===== src/rtl/parking_gate_if.sv =====
`default_nettype none
`timescale 1ns/1ps
// ============================================================================
// Module   : parking_gate_if
// Purpose  : Sensor/request inputs and gate/status outputs of one entrance.
// Revision : 1.0
// ============================================================================
interface parking_gate_if #(
    parameter int CNT_W = 4
);
    logic             entry_req;
    logic             enter;
    logic             exit;
    logic             gate_open;
    logic [CNT_W-1:0] count;
    logic             full;
    logic             empty;
    logic             denied;
    logic             timeout;
    logic             err;

    // Master drives the sensor/button side and observes the controller.
    modport master (
        output entry_req, enter, exit,
        input  gate_open, count, full, empty, denied, timeout, err
    );

    modport slave (
        input  entry_req, enter, exit,
        output gate_open, count, full, empty, denied, timeout, err
    );
endinterface
`default_nettype wire


===== src/rtl/parking_gate_controller.sv =====
`default_nettype none
`timescale 1ns/1ps
// ============================================================================
// Module   : parking_gate_controller
// Purpose  : Occupancy counter and entry-gate FSM for one parking entrance.
// Revision : 1.0
// ============================================================================
module parking_gate_controller #(
    parameter int CAPACITY = 8,
    parameter int CNT_W    = 4,
    parameter int TIMEOUT  = 1000,
    parameter int TMR_W    = 10
) (
    input  wire logic     clk,
    input  wire logic     reset,
    parking_gate_if.slave bus
);

    localparam logic [1:0]       c_IDLE     = 2'd0;
    localparam logic [1:0]       c_OPEN     = 2'd1;
    localparam logic [1:0]       c_HOLD     = 2'd2;
    localparam logic [CNT_W-1:0] c_CAP      = CNT_W'(CAPACITY);
    localparam logic [TMR_W-1:0] c_TMR_LAST = TMR_W'(TIMEOUT - 1);

    // ------------------------------------------------------------------------
    // Occupancy counter
    // ------------------------------------------------------------------------
    logic [CNT_W-1:0] r_count;
    logic             r_err;
    logic [CNT_W-1:0] w_count_next;
    logic             w_enter_ok;
    logic             w_exit_ok;
    logic             w_err_next;
    logic             w_full;
    logic             w_empty;

    // Simultaneous accepted enter and exit cancel; a rejected pulse never
    // moves the count, so it can neither wrap nor exceed CAPACITY.
    always_comb begin
        w_enter_ok   = bus.enter && (r_count < c_CAP);
        w_exit_ok    = bus.exit  && (r_count != '0);
        w_err_next   = (bus.enter && !w_enter_ok) || (bus.exit && !w_exit_ok);
        w_count_next = r_count;
        if (w_enter_ok && !w_exit_ok) begin
            w_count_next = r_count + CNT_W'(1);
        end else if (w_exit_ok && !w_enter_ok) begin
            w_count_next = r_count - CNT_W'(1);
        end
    end

    always_ff @(posedge clk or posedge reset) begin
        if (reset) begin
            r_count <= '0;
            r_err   <= 1'b0;
        end else begin
            r_count <= w_count_next;
            r_err   <= w_err_next;
        end
    end

    assign w_full  = (r_count == c_CAP);
    assign w_empty = (r_count == '0);

    // ------------------------------------------------------------------------
    // Gate FSM: state register
    // ------------------------------------------------------------------------
    logic [1:0]       r_state;
    logic [TMR_W-1:0] r_timer;
    logic             r_denied;
    logic             r_timeout;
    logic [1:0]       w_state_next;
    logic [TMR_W-1:0] w_timer_next;
    logic             w_denied_next;
    logic             w_timeout_next;
    logic             w_gate_open;

    always_ff @(posedge clk or posedge reset) begin
        if (reset) begin
            r_state   <= c_IDLE;
            r_timer   <= '0;
            r_denied  <= 1'b0;
            r_timeout <= 1'b0;
        end else begin
            r_state   <= w_state_next;
            r_timer   <= w_timer_next;
            r_denied  <= w_denied_next;
            r_timeout <= w_timeout_next;
        end
    end

    // ------------------------------------------------------------------------
    // Gate FSM: next-state logic
    // ------------------------------------------------------------------------
    always_comb begin
        w_state_next   = r_state;
        w_timer_next   = r_timer;
        w_denied_next  = 1'b0;
        w_timeout_next = 1'b0;
        case (r_state)
            c_IDLE: begin
                if (bus.entry_req) begin
                    if (!w_full) begin
                        w_state_next = c_OPEN;
                        w_timer_next = '0;
                    end else begin
                        w_state_next  = c_HOLD;
                        w_denied_next = 1'b1;
                    end
                end
            end
            c_OPEN: begin
                // A car arriving on the last open cycle beats the timeout.
                if (bus.enter) begin
                    w_state_next = c_HOLD;
                end else if (r_timer == c_TMR_LAST) begin
                    w_state_next   = c_HOLD;
                    w_timeout_next = 1'b1;
                end else begin
                    w_timer_next = r_timer + TMR_W'(1);
                end
            end
            c_HOLD: begin
                if (!bus.entry_req) begin
                    w_state_next = c_IDLE;
                end
            end
            default: begin
                w_state_next = c_IDLE;
                w_timer_next = '0;
            end
        endcase
    end

    // ------------------------------------------------------------------------
    // Gate FSM: outputs
    // ------------------------------------------------------------------------
    always_comb begin
        w_gate_open = (r_state == c_OPEN);
    end

    assign bus.gate_open = w_gate_open;
    assign bus.count     = r_count;
    assign bus.full      = w_full;
    assign bus.empty     = w_empty;
    assign bus.denied    = r_denied;
    assign bus.timeout   = r_timeout;
    assign bus.err       = r_err;

endmodule
`default_nettype wire


===== src/flat_wrapper.sv =====
// flat-port wrapper written by rule: the top's interface ports become plain ports
module parking_gate_controller_flat 
#(
    parameter int CAPACITY = 8,
    parameter int CNT_W    = 4,
    parameter int TIMEOUT  = 1000,
    parameter int TMR_W    = 10
)
  (clk, reset, bus_entry_req, bus_enter, bus_exit, bus_gate_open, bus_count, bus_full, bus_empty, bus_denied, bus_timeout, bus_err);
  parking_gate_if #(.CNT_W(CNT_W)) bus_i ();
  input  wire logic clk;
  input  wire logic reset;
  input wire logic [$bits(bus_i.entry_req)-1:0] bus_entry_req;
  input wire logic [$bits(bus_i.enter)-1:0] bus_enter;
  input wire logic [$bits(bus_i.exit)-1:0] bus_exit;
  output wire logic [$bits(bus_i.gate_open)-1:0] bus_gate_open;
  output wire logic [$bits(bus_i.count)-1:0] bus_count;
  output wire logic [$bits(bus_i.full)-1:0] bus_full;
  output wire logic [$bits(bus_i.empty)-1:0] bus_empty;
  output wire logic [$bits(bus_i.denied)-1:0] bus_denied;
  output wire logic [$bits(bus_i.timeout)-1:0] bus_timeout;
  output wire logic [$bits(bus_i.err)-1:0] bus_err;
  assign bus_i.entry_req = bus_entry_req;
  assign bus_i.enter = bus_enter;
  assign bus_i.exit = bus_exit;
  assign bus_gate_open = bus_i.gate_open;
  assign bus_count = bus_i.count;
  assign bus_full = bus_i.full;
  assign bus_empty = bus_i.empty;
  assign bus_denied = bus_i.denied;
  assign bus_timeout = bus_i.timeout;
  assign bus_err = bus_i.err;
  parking_gate_controller #(.CAPACITY(CAPACITY), .CNT_W(CNT_W), .TIMEOUT(TIMEOUT), .TMR_W(TMR_W)) u_core (.clk(clk), .reset(reset), .bus(bus_i));
endmodule

===== config.mk =====
export PLATFORM = sky130hd
export DESIGN_NAME = parking_gate_controller_flat
export DESIGN_NICKNAME = d
export VERILOG_FILES = /design/src/rtl/parking_gate_if.sv /design/src/rtl/parking_gate_controller.sv /design/src/flat_wrapper.sv
export SDC_FILE = /design/constraint.sdc
export NUM_CORES = 1
export LEC_CHECK = 0
export ABC_AREA = 1
export CORE_UTILIZATION = 58
export DETAILED_ROUTE_END_ITERATION = 6
export PLACE_DENSITY_LB_ADDON = 0.25
export SYNTH_ARGS = -nofsm -noshare
export SYNTH_HDL_FRONTEND = slang
export SYNTH_SLANG_ARGS = --single-unit

===== constraint.sdc =====
create_clock -name clk -period 3.54 [get_ports clk]
set_input_delay 0.708 -clock clk [delete_from_list [all_inputs] [get_ports clk]]
set_output_delay 0.708 -clock clk [all_outputs]
set_load 0.005 [all_outputs]

=== Word level (Yosys, flattened, before mapping) ===
Cells that the tools add are included.

* Register bits: 19
* Input port bits: 5
* Output and inout port bits: 10
* Logic and storage cells: 55

* $add $sub $neg: 3
* $lt $le $gt $ge: 1
* Equality and inequality tests: 10
* Multiplexer cells: 19
* Bitwise logic cells: 1
* Reduce and logical (&&, ||, !) cells: 15

{| class="wikitable"
|+ Operators by type and width
! kind !! number
|-
| $mux W10 || 4
|-
| $pmux W10 S3 || 1
|-
| $add A10 B1 Y10 const B || 1
|-
| $eq A10 B10 Y1 const B || 1
|-
| $mux W2 || 5
|-
| $ne A2 B2 Y1 const B || 5
|-
| $mux W4 || 2
|-
| $logic_and A1 B1 Y1 || 6
|-
| $mux W1 || 6
|-
| $pmux W2 S3 || 1
|-
| $reduce_and A5 Y1 || 1
|-
| $add A4 B1 Y4 const B || 1
|-
| $eq A4 B4 Y1 const B || 1
|-
| $logic_not A4 Y1 || 1
|-
| $lt A4 B4 Y1 const B || 1
|-
| $reduce_bool A4 Y1 || 1
|-
| $sub A4 B1 Y4 const B || 1
|-
| $ne A3 B2 Y1 const B || 1
|-
| $reduce_and A3 Y1 || 1
|-
| $eq A2 B1 Y1 const B || 1
|-
| $eq A2 B2 Y1 const B || 1
|-
| $logic_not A1 Y1 || 2
|-
| $logic_not A2 Y1 || 1
|-
| $reduce_bool A2 Y1 || 1
|-
| 2 further kinds || 2
|}

=== Logic depth before layout (Yosys ltp) ===
Gate-level depths: netlist of run 1.

* Word-level depth: 6
* Mapped depth: 12
* Gate-level depth less buffers: 12

=== Worst setup path before layout of run 1 ===
OpenSTA, ideal clock, no wires.

* Kind: in2reg
* Start: in bus_enter
* End: reg u_core.r_count[3], in the netlist u_core.bus.count[3]
* Library setup time: 0.116 ns
* Arrival time: 1.797 ns
* Path slack: 1.627 ns
* Cell stages on the path: 11
* Buffers on the path: 0
* Cells stage by stage: inv_1 nor2_1 ha_1 inv_1 ha_1 a21oi_1 nand2_1 nand2_1 nand2_1 nand2_1 nand2_1

* Cells in the longest elaborated chain, start to end: 4

{| class="wikitable"
|+ RTL lines
! what !! RTL line !! source
|-
| from (decl) || flat_wrapper.sv:14 || <nowiki>input wire logic [$bits(bus_i.enter)-1:0] bus_enter;</nowiki>
|-
| $logic_and A1 B1 Y1 (*) || parking_gate_controller.sv:40 || <nowiki>w_enter_ok = bus.enter && (r_count < c_CAP);</nowiki>
|-
| $logic_not A1 Y1 || parking_gate_controller.sv:46 || <nowiki>end else if (w_exit_ok && !w_enter_ok) begin</nowiki>
|-
| $logic_and A1 B1 Y1 || parking_gate_controller.sv:46 ||
|-
| $reduce_bool A2 Y1 (no source line) || - ||
|-
| to (signal assigned) || parking_gate_controller.sv:56 || <nowiki>r_count <= w_count_next;</nowiki>
|-
| to (decl) || parking_gate_controller.sv:28 || <nowiki>logic [CNT_W-1:0] r_count;</nowiki>
|}

Every way passes the cells marked *; elsewhere a longest branch is shown, timed or not.
A chain may end at the register's enable or synchronous reset.

=== Final worst setup path of run 1 ===
* Start: reg u_core.r_count[0], in the netlist u_core.bus.count[0]
* End: out bus_full

* Cells in the longest elaborated chain, start to end: 1

{| class="wikitable"
|+ RTL lines
! what !! RTL line !! source
|-
| $eq A4 B4 Y1 || parking_gate_controller.sv:61 || <nowiki>assign w_full = (r_count == c_CAP);</nowiki>
|-
| to (decl) || flat_wrapper.sv:18 || <nowiki>output wire logic [$bits(bus_i.full)-1:0] bus_full;</nowiki>
|}

No other way between the ends.

==> results of run 1 <==
[worst max-delay path, stage by stage, from the launching register on]
cell	delay [ps]
sky130_fd_sc_hd__dfrtp_1	470
sky130_fd_sc_hd__nor2_1	200
sky130_fd_sc_hd__nand2_2	120
sky130_fd_sc_hd__inv_1	70
sky130_fd_sc_hd__clkdlybuf4s50_1	490
[metrics by stage]
stage	worst slack (ps)	instances	hold slack, ps	total power [mW]	cell area (um2)
6_report	1170	198	529	0.885	1350
3_3_place_gp	1000	194	479	0.752	1330
5_1_grt	1030	198	564	0.962	1350
4_1_cts	1150	198	524	0.891	1350
2_1_floorplan	1630	155	464	0.612	1150
3_5_place_dp	939	194	494	0.768	1330
[synth_stat cells]
library cell | count | area (um2)
sky130_fd_sc_hd__nand2_1 | 61 | 229
sky130_fd_sc_hd__dfrtp_1 | 19 | 475
sky130_fd_sc_hd__inv_1 | 17 | 63.8
sky130_fd_sc_hd__nor2_1 | 11 | 41.3
sky130_fd_sc_hd__nand3_1 | 8 | 40.0
sky130_fd_sc_hd__nor2_2 | 6 | 37.5
sky130_fd_sc_hd__ha_1 | 4 | 50.1
sky130_fd_sc_hd__nand2_2 | 4 | 25.0
sky130_fd_sc_hd__o21ai_0 | 4 | 20.0
sky130_fd_sc_hd__xnor2_1 | 4 | 35.0
sky130_fd_sc_hd__inv_2 | 3 | 11.3
sky130_fd_sc_hd__nand4_1 | 3 | 18.8
sky130_fd_sc_hd__a21oi_1 | 2 | 10.0
sky130_fd_sc_hd__fa_1 | 1 | 20.0
sky130_fd_sc_hd__nand2_4 | 1 | 11.3
sky130_fd_sc_hd__nand3_2 | 1 | 10.0
sky130_fd_sc_hd__nand3b_1 | 1 | 7.51
sky130_fd_sc_hd__nand4_2 | 1 | 12.5
sky130_fd_sc_hd__nor2_4 | 1 | 11.3
sky130_fd_sc_hd__nor3_1 | 1 | 5.00
sky130_fd_sc_hd__nor3_2 | 1 | 10.0
sky130_fd_sc_hd__xor2_1 | 1 | 8.76
[state kept, by name, indices dropped and copies added, names as in the netlist]
signal / cells
u_core.r_state: 2
u_core.bus.timeout: 1
u_core.bus.err: 1
u_core.r_timer: 10
u_core.bus.denied: 1
u_core.bus.count: 4
[metal layers]
metal	GRT usage	part of all wire	vias to the layer above
li1	-	-	516
met1	0.318	0.44	467
met2	0.461	0.52	13
met3	0.0510	0.023	5
met4	0.129	0.016	0
met5	0	0	-
[layout by cell type, fill, tap and decap left out, drive strengths merged, types with 3 or more instances in the layout]
master,count
nand3,9
nand2,66
inv,20
xnor2,4
dfrtp,19
clkdlybuf4s50,14
clkbuf,3
ha,4
nand4,4
o21ai,4
nor2,18
[final timing paths]
check                                                  end  slack (ps)  cells after the start
max                                               bus_full        1170                      4
min                          u_core.r_timer[9]$_DFFE_PP0P_         530                      2
max reg2reg                u_core.bus.count[3]$_DFFE_PP0P_        1560                     12
min reg2reg                  u_core.r_timer[9]$_DFFE_PP0P_         530                      2
max in group asynchronous    u_core.r_timer[8]$_DFFE_PP0P_        2270                      2
min in group asynchronous  u_core.bus.count[3]$_DFFE_PP0P_         810                      2
[power by group through the flow]
stage / sequential [mW] / clock (mW) / combinational, mW
2_1_floorplan: 0.329 / 0 / 0.282
3_3_place_gp: 0.335 / 0 / 0.417
3_5_place_dp: 0.336 / 0 / 0.432
4_1_cts: 0.335 / 0.120 / 0.436
5_1_grt: 0.344 / 0.128 / 0.490
6_report: 0.335 / 0.119 / 0.431
[kinds of logic (layout without fill, tap and decap cells)]
group | after synthesis | after routing | synth area share
adder cells (fa/ha/maj) | 5 | 5 | 0.0607
flip-flops | 19 | 19 | 0.412
AND/OR/NAND/NOR | 100 | 100 | 0.398
buffers and inverters | 20 | 38 | 0.0651
XOR/XNOR | 5 | 5 | 0.0380
AO/OA/AOI/OAI | 6 | 6 | 0.0260
[layout make-up]
type / instances / area [um2]
Clock inverter: 1 / 5.00
Tap cell: 25 / 31.3
Clock buffer: 3 / 22.5
Inverter: 20 / 75.1
Timing Repair Buffer: 14 / 140
Fill cell: 135 / 449
Multi-Input combinational cell: 116 / 603
Sequential cell: 19 / 475
==> metrics.txt, run 1 <==
final cell utilization of the core=0.751; source of the worst hold timing path=u_core.r_timer[9]$_DFFE_PP0P_; relative contribution of the clock network to total power=0.135; Post-Synthesis Net Count=165; total standard cell area after synthesis=1150 um2; Final Max Tran Viols=0; endpoints failing setup=0; Worst EP arrival=1660 ps; layout-stage area growth over the synthesis result=17.2%; global router's overall resource usage=0.269; final estimated routing congestion in global placement=0.824; core region area=1800 um2; worst-path fanout max=5; Worst-Margin Slew=731 ps; overflow left after global routing=0; Period Utilization, post-route=0.668; starting density of the core=0.640; power per cell area=654 nW/um2; Die Span X=46.6 um; number of unique standard cell types used by synthesis=22; total number of yosys warnings=0; RSZ-0062 raised after global routing=no; clock sink count=19; TritonCTS clock tree=done; Critical Setup Path Class=flop to output pin; per-cell via count in the routed design=5.06; vias in the first global route=921; startpoint type of the worst setup path=flop; sw frac=0.422; capturing element type of the critical path=output pin; clock skew after layout=2.68 ps; mean post-synth cell area=7.44 um2; post-DP HPWL=1740 um; reported max-cap violation count=0; buffer count from post-CTS setup fixing=0; I/O Pins=15; Final Hold Violating Endpoints=0; Avg WL per Cell=12.1 um; number of nets in the final layout=184; leakage=0.720 nW; status=finished, final reports clean; global-route wire length before repair=3930 um; maximum number of pins on one net before global-route repair=20; total number of placement rows=15; Gate power share=0.487; fraction of final layout cells with drive strength greater than 1=0.127; Slew Limit Headroom=0.512; NetSw=0.374 mW; timing-limited maximum frequency=0.423 GHz; DR vias=1001; floorplan die area=2170 um2; synthesized flop and latch total=19; beginning of the worst register-to-register path=u_core.bus.count[0]$_DFFE_PP0P_; Post-CTS Hold Fix Bufs=0; Total Negative Setup Slacks=0 ps; ANT cells=0; clock transition time at the flip-flop clock pins of the worst setup and hold paths=110 ps; DRC violations left=0; IR Drop Worst-Case VDD=468 uV; start point of the critical path=u_core.bus.count[0]$_DFFE_PP0P_; critical path required time=2830 ps; wire length after detailed routing=2400 um; clock latency on the worst-skew pair=320 ps; Reg power frac=0.378; portion of the post-synthesis area used by sequential elements=0.412; Tmin final=2370 ps; cells after synthesis=155; number of gates resized after cts=0; initial antenna violation count=0; internal power=0.511 mW; min-delay worst type=flop to flop; buffer type at the clock tree root=sky130_fd_sc_hd__clkbuf_4; TritonCTS Buffers=3; DRC marker count from the first detailed-route iteration=19; number of buffers added on ports=14; overall die height=46.6 um; DRT antenna net count=0; Max H-tree Level=1; first drt pass iteration count=4; maximum count of clock buffers along a single path=2
No activity file was read; power rests on OpenSTA's default activity.
==> run 2, diff against run 1 <==
CORE_UTILIZATION = 48   (was 58)
clock period = 2.1 ns   (was 3.54 ns; I/O delays follow)
==> metrics.txt, run 2 (synthesis results as in run 1) <==
status=finished, final reports clean; top library cells by usage in the layout, fill and taps aside=sky130_fd_sc_hd__nand2_1, sky130_fd_sc_hd__dfrtp_1, sky130_fd_sc_hd__inv_1; floorplan die area=2600 um2; capturing element type of the critical path=output pin; power per cell area=1100 nW/um2; sw frac=0.408; number of buffers added on ports=14; met3 layer wire length in the routed design=50 um; Tmin final=2020 ps; DRC marker count from the first detailed-route iteration=11; core region area=2230 um2; IR Drop Worst-Case VDD=868 uV; clock sink count=19; initial antenna violation count=0; maximum count of clock buffers along a single path=2; Gate power share=0.519; routed metal-1 wire length=1080 um; post-route cell area=1400 um2; Critical Setup Path Class=flop to output pin; leading cell type in the layout, fill and taps excluded=sky130_fd_sc_hd__nand2_1; critical path required time=1680 ps; clock skew after layout=4.23 ps; TritonCTS Buffers=3; RSZ-0062 raised after global routing=no; DR top layer=met4; DRC violations left=0; clock latency on the worst-skew pair=290 ps; fraction of final layout cells with drive strength greater than 1=0.157; global-route wire length before repair=3880 um; detailed route wirelength on metal2=1080 um; Worst-Margin Slew=276 ps; Slew Limit Headroom=0.815; post-DP HPWL=1700 um; endpoints failing setup=0; reported max-cap violation count=0; NetSw=0.627 mW; ANT cells=0; internal power=0.908 mW; number of nets in the final layout=189; Die Span X=51.0 um; Worst EP arrival=1600 ps; clock transition time at the flip-flop clock pins of the worst setup and hold paths=110 ps; per-cell via count in the routed design=4.85; overflow left after global routing=0; filler-free cell count of the finished design=206; Post-CTS Hold Fix Bufs=0; wire length after detailed routing=2220 um; Period Utilization, post-route=0.960; maximum number of pins on one net before global-route repair=20; I/O Pins=15; cell total after placement=202; DRT antenna net count=0; overall die height=51.0 um; most flop-heavy register=u_core.r_timer; TritonCTS clock tree=done; Max H-tree Level=1; global router's overall resource usage=0.198; final estimated routing congestion in global placement=0.854; relative contribution of the clock network to total power=0.122; buffer type at the clock tree root=sky130_fd_sc_hd__clkbuf_4; first drt pass iteration count=6; Crit path largest cell delay=500 ps; highest-delay cell along the critical path=sky130_fd_sc_hd__clkdlybuf4s50_1; min-delay worst type=input pin to asynchronous set/reset pin; total number of placement rows=17; Reg power frac=0.359; max FFs per register=10; layout-stage area growth over the synthesis result=21.3%; starting density of the core=0.517; startpoint type of the worst setup path=flop; worst-path fanout max=5; Total Power Consumption=1.53 mW; instance area after placement=1370 um2; Final Hold Violating Endpoints=0; cells along the critical path=nor2_2 > nand2_1 > inv_1 > clkdlybuf4s50_1; leakage=0.741 nW; Avg WL per Cell=10.8 um; Total Negative Setup Slacks=0 ps; DR vias=999; Final Max Tran Viols=0; vias in the first global route=929; timing-limited maximum frequency=0.496 GHz
==> run 2: worst max-delay path: cells and delay by family (launching register included) <==
kind                   cells  cell delay (ps)
buffers and inverters      2              590
flip-flops                 1              470
AND/OR/NAND/NOR            2              240
==> run 2: layout make-up <==
| class | instances | area, um2 |
|---|---|---|
| Fill cell | 211 | 835 |
| Clock buffer | 4 | 26.3 |
| Multi-Input combinational cell | 116 | 609 |
| Sequential cell | 19 | 475 |
| Tap cell | 28 | 35.0 |
| Inverter | 20 | 75.1 |
| Timing Repair Buffer | 19 | 178 |
==> run 2: through the flow <==
step / hold slack, ps / util / setup WS, ps
4_1_cts: 437 / 0.624 / 20.3
2_1_floorplan: 371 / - / 279
5_1_grt: 449 / 0.626 / 1.88
6_report: 433 / 0.626 / 83.9
3_3_place_gp: 480 / 0.612 / -47.5
3_5_place_dp: 490 / 0.612 / -137
==> run 2: path summary, 6_finish.rpt <==
path                            depth (start not counted)                              end  slack (ps)                       startpoint
worst max register to register                          9  u_core.bus.count[2]$_DFFE_PP0P_         180  u_core.bus.count[1]$_DFFE_PP0P_
worst min register to register                          2    u_core.r_timer[9]$_DFFE_PP0P_         510    u_core.r_timer[9]$_DFFE_PP0P_
worst min-delay path                                    3    u_core.r_timer[3]$_DFFE_PP0P_         430                            reset
max in group asynchronous                               3  u_core.bus.count[2]$_DFFE_PP0P_        1460                            reset
min in group clk                                        2    u_core.r_timer[9]$_DFFE_PP0P_         510    u_core.r_timer[9]$_DFFE_PP0P_
worst max-delay path                                    4                        bus_empty          80  u_core.bus.count[1]$_DFFE_PP0P_
==> run 2: what timing repair did <==
item                                   4_1_cts  5_1_grt
setup buffers                                0        0
gates resized for setup                      0        2
endpoints found under the hold margin        0        0
setup endpoints to repair                    0        3
==> run 2: per-layer routing <==
metal | vias to the layer above | track usage
met5 | - | 0
met4 | 0 | 0.0648
met3 | 2 | 0.0357
met2 | 13 | 0.320
met1 | 459 | 0.266
li1 | 525 | -
==> run 2: power groups by stage <==
| stage | clock (mW) | sequential [mW] | combinational, mW |
|---|---|---|---|
| floorplan | 0 | 0.555 | 0.476 |
| global placement | 0 | 0.549 | 0.758 |
| detailed placement | 0 | 0.554 | 0.795 |
| CTS | 0.194 | 0.547 | 0.798 |
| global route | 0.207 | 0.565 | 0.916 |
| finish | 0.187 | 0.551 | 0.797 |
